===== src/rtl/seq_restoring_divider.sv =====
// Iterative unsigned restoring divider, one quotient bit per clock.
// Optional DIV_ZERO_FLAG_EN: early-out on b==0 with a div_zero flag.
module seq_restoring_divider #(
  parameter int N = 16
) (
  input  logic           clk,
  input  logic           rst,
  input  logic           start,
  input  logic [2*N-1:0] S,
  input  logic [N-1:0]   b,
  output logic           busy,
  output logic           done,
  output logic [2*N-1:0] q,
  output logic [N-1:0]   r
`ifdef DIV_ZERO_FLAG_EN
  ,
  output logic           div_zero
`endif
);

  localparam int CW = $clog2(2*N);

  typedef enum logic [1:0] {
    IDLE,
    RUN,
    FIN
  } state_t;

  state_t         state;
  logic [2*N-1:0] dvd;
  logic [N-1:0]   dvs;
  logic [N-1:0]   rem;
  logic [CW-1:0]  cnt;
`ifdef DIV_ZERO_FLAG_EN
  logic           dz_pend;
`endif

  logic [N:0]     rem_ext;
  logic           ge;
  logic [N-1:0]   rem_nxt;
  logic [2*N-1:0] dvd_nxt;
  logic           last;

  // dividend register doubles as quotient shifter
  always_comb begin
    rem_ext = {rem, dvd[2*N-1]};
    ge      = rem_ext >= {1'b0, dvs};
    rem_nxt = ge ? (rem_ext[N-1:0] - dvs) : rem_ext[N-1:0];
    dvd_nxt = {dvd[2*N-2:0], ge};
    last    = cnt == CW'(2*N-1);
  end

  assign busy = state != IDLE;

  always_ff @(posedge clk) begin
    if (rst) begin
      state <= IDLE;
      done  <= 1'b0;
      q     <= '0;
      r     <= '0;
      dvd   <= '0;
      dvs   <= '0;
      rem   <= '0;
      cnt   <= '0;
`ifdef DIV_ZERO_FLAG_EN
      dz_pend  <= 1'b0;
      div_zero <= 1'b0;
`endif
    end else begin
      done <= 1'b0;
      unique case (state)
        IDLE: begin
          if (start) begin
            dvd   <= S;
            dvs   <= b;
            rem   <= '0;
            cnt   <= '0;
            state <= RUN;
`ifdef DIV_ZERO_FLAG_EN
            dz_pend  <= b == '0;
            div_zero <= 1'b0;
`endif
          end
        end
        RUN: begin
`ifdef DIV_ZERO_FLAG_EN
          if (dz_pend) begin
            q        <= '1;
            r        <= dvd[N-1:0];
            div_zero <= 1'b1;
            done     <= 1'b1;
            dz_pend  <= 1'b0;
            state    <= FIN;
          end else begin
`else
          begin
`endif
            dvd <= dvd_nxt;
            rem <= rem_nxt;
            cnt <= cnt + 1'b1;
            if (last) begin
              q     <= dvd_nxt;
              r     <= rem_nxt;
              done  <= 1'b1;
              state <= FIN;
            end
          end
        end
        FIN: state <= IDLE;
        default: state <= IDLE;
      endcase
    end
  end

endmodule


===== config.mk =====
export PLATFORM = sky130hd
export DESIGN_NAME = seq_restoring_divider
export DESIGN_NICKNAME = d
export VERILOG_FILES = /design/src/rtl/seq_restoring_divider.sv
export SDC_FILE = /design/constraint.sdc
export NUM_CORES = 1
export LEC_CHECK = 0
export CORE_MARGIN = 2
export CORE_UTILIZATION = 55
export CTS_BUF_LIST = sky130_fd_sc_hd__clkbuf_16
export CTS_CLUSTER_DIAMETER = 150
export DETAILED_ROUTE_END_ITERATION = 10
export PLACE_DENSITY = 0.86
export SYNTH_ARGS = -nofsm -noshare
export SYNTH_HDL_FRONTEND = slang
export SYNTH_SLANG_ARGS = --single-unit

===== constraint.sdc =====
create_clock -name clk -period 4.4 [get_ports clk]
set_clock_uncertainty 0.2 [all_clocks]
set_input_delay 0.88 -clock clk [delete_from_list [all_inputs] [get_ports clk]]
set_output_delay 0.88 -clock clk [all_outputs]
set_load 0.01 [all_outputs]

==> impl_metrics.env <==
export IMPL_status="finished clean"
export IMPL_syn_inst=675
export IMPL_synthMuxAreaShare=0.01882
export IMPL_clock_latency_ns=0.41
export IMPL_cts_made_buffers=17
export IMPL_grt_use_total=0.2895
export IMPL_synth_top_family_by_area="compound AO/OA/AOI/OAI gates"
export IMPL_post_synth_top_count_cell="nand2_1"
export IMPL_setup_viol=0
export IMPL_rows=36
export IMPL_cts_resized=0
export IMPL_cts_sinks=120
export IMPL_io_pins=101
export IMPL_arrival_ns=3.38
export IMPL_power_density_mw_per_mm2=663.6
export IMPL_drt_wl_total_mm=14.83
export IMPL_numPortBuffers=100
export IMPL_min_period_ns=3.254
export IMPL_crit_required_ns=4.53
export IMPL_fmax_mhz=307.3
export IMPL_syn_num_nets=745
export IMPL_grt_pass1_wl_mm=23.62
export IMPL_layout_nets=826
export IMPL_dieArea_mm2=0.01060
export IMPL_drc=0
export IMPL_vias=5186
export IMPL_drive_gt1_frac=0.07152
export IMPL_path_cells="nand2b_1, nand2_1, nor2_1, nand2_1, o21ai_1"
export IMPL_synth_top_area_frac=0.4460
export IMPL_period_share=0.7396
export IMPL_fin_ws_ns=1.146
export IMPL_cts_root_buf="clkbuf_16"
export IMPL_slew_viol_final=0
export IMPL_cp_common_cell="nand2_1"
export IMPL_final_area_mm2=0.007013
export IMPL_yosys_warnings=0
export IMPL_endpoint_kind="flop"
export IMPL_dp_hpwl_mm=9.656
export IMPL_grt_max_degree=67
export IMPL_clkTransAtPathRegs_ns=0.06
export IMPL_multiInputGateArea_mm2=0.002701
export IMPL_syn_avg_cell_area_um2=7.980
export IMPL_cts_setup_buffers=0
export IMPL_gp_congestion=0.8997
export IMPL_holdWs_ns=0.2531
export IMPL_antenna_found_initial=0
export IMPL_synth_edff_count=0
export IMPL_num_fill_cells=760
export IMPL_synth_seq_cells=120
export IMPL_vias_per_cell=5.749
export IMPL_synth_area_leaders="dfxtp_1, nand2_1, a21oi_1"
export IMPL_antennaDiodeCount=0
export IMPL_gr_total_overflow=0
export IMPL_fin_tns_setup_ns=0
export IMPL_synth_compound_area_share=0.2202
export IMPL_area_growth_pct=30.20
export IMPL_ys_seq_area_frac=0.4460
export IMPL_rsz0062_at_grt="false"
export IMPL_dieHeight_um=103.0
export IMPL_async_reset_ff_frac=0
export IMPL_core_area_mm2=0.009639
export IMPL_yosys_area_share_simple=0.1984
export IMPL_regArea_mm2=0.002402
export IMPL_htree_levels=4
export IMPL_hold_buffers=0
export IMPL_yosys_area_top_type="dfxtp_1"
export IMPL_dpl_cell_area_mm2=0.006397
export IMPL_synth_adder_area_share=0.04553
export IMPL_antenna_left=0
export IMPL_drv_cap=0
export IMPL_crit_path_top_delay_cell="nor2_1"
export IMPL_ys_types=61
export IMPL_dp_slack_ns=1.095
export IMPL_tightest_slew_ns=1.294
export IMPL_synthXorXnorAreaFrac=0.01789
export IMPL_ys_flop_type="dfxtp_1"
export IMPL_p_leak_nw=2.661
export IMPL_cts_tree="built"
export IMPL_fin_cells=902
export IMPL_path_class="flop to flop"
export IMPL_slowest_delay_ns=1.13
export IMPL_wl_per_cell_um=16.44
export IMPL_synthesis_area_mm2=0.005386
export IMPL_cp_max_fo=21
export IMPL_die_w_um=103.0
export IMPL_slew_headroom=0.1340
export IMPL_drt_iter0_markers=277
export IMPL_vdd_drop_max_mv=0.4237
export IMPL_clock_path_buffers=2
export IMPL_dp_cells=870
export IMPL_first_pass_iters=5
export IMPL_start_util=0.5588
export IMPL_hold_path_class="flop to flop"
export IMPL_hold_violations=0
export IMPL_netlist_top_cells_count="nand2_1, dfxtp_1, a21oi_1, nor2_1, o21ai_0"
export IMPL_start_kind="flop"
export IMPL_grt_pass1_vias=4923
==> final timing paths <==
kind,endpoint,from,slack (ns),cells after the start
worst max-delay path,rem[9]$_SDFFE_PP0P_,state[1]$_SDFFE_PP0P_,1.15,5
worst min-delay path,dvs[8]$_SDFFE_PP0P_,dvs[8]$_SDFFE_PP0P_,0.25,2
worst max register to register,rem[9]$_SDFFE_PP0P_,state[1]$_SDFFE_PP0P_,1.15,5
worst min register to register,dvs[8]$_SDFFE_PP0P_,dvs[8]$_SDFFE_PP0P_,0.25,2
==> metrics by stage <==
| stage | utilization | power, mW |
|---|---|---|
| 6_report | 0.7275 | 4.654 |
| 5_1_grt | 0.7275 | 4.876 |
| 4_1_cts | 0.7275 | 4.636 |
| 3_5_place_dp | 0.6637 | 3.165 |
| 3_3_place_gp | 0.6637 | 3.140 |
| 2_1_floorplan | - | 2.845 |
==> final cells by class <==
class	instances	share of cell area
inverter	21	0.01124
sequential	120	0.3426
clock buffer	17	0.06066
timing repair buffer	107	0.1495
multi-input combinational	489	0.3852
clock inverter	15	0.02712
tap	133	0.02373
==> critical path: cells and delay by family, from the launching register on <==
family          cells  cell delay [ns]
compound gates      1             0.16
simple gates        4             2.43
flops               1             0.36
==> flip-flops by register name, indices dropped and copies added (netlist names) <==
register / flops
done: 1
r: 16
dvs: 16
q: 32
cnt: 5
dvd: 32
state: 2
rem: 16
==> cell families (layout without fill, tap and decap cells) <==
kind of cell / count (synthesis) / count (layout)
buf+inv: 66 / 160
mux: 10 / 10
fa+ha+maj: 19 / 19
xor+xnor: 11 / 11
compound gates: 199 / 199
flops: 120 / 120
simple gates: 250 / 250
==> metal layers <==
metal | global-route usage | vias to the layer above | share of wire
met3 | 0.06373 | 37 | 0.065
met2 | 0.4875 | 214 | 0.49
li1 | - | 2491 | -
met5 | 0 | - | 0
met4 | 0.1154 | 0 | 0.022
met1 | 0.3614 | 2444 | 0.42
==> power by group <==
group	switching (mW)	internal, mW	leakage, nW	total, mW
Clock	0.538	0.904	0.298	1.44
Combinational	1.21	0.742	1.39	1.95
Sequential	0.0813	1.18	0.976	1.26
Total	1.83	2.82	2.66	4.65
==> cell usage in the layout (no fill, tap or decap), types with 3 or more instances in the layout <==
cell type / instances
a211oi_1: 4
a21o_1: 8
a21oi_1: 92
a22oi_1: 17
and3_1: 4
buf_4: 7
bufinv_16: 3
clkbuf_16: 17
clkdlybuf4s50_1: 99
dfxtp_1: 120
ha_1: 18
inv_1: 21
inv_6: 4
mux2i_1: 9
nand2_1: 143
nand2b_1: 6
nand3_1: 10
nand4_1: 4
nor2_1: 49
nor3_1: 17
nor4_1: 3
o211ai_1: 4
o21a_1: 5
o21ai_0: 36
o21ai_1: 11
xnor2_1: 7
xor2_1: 4
No activity file was read; power rests on OpenSTA's default activity.
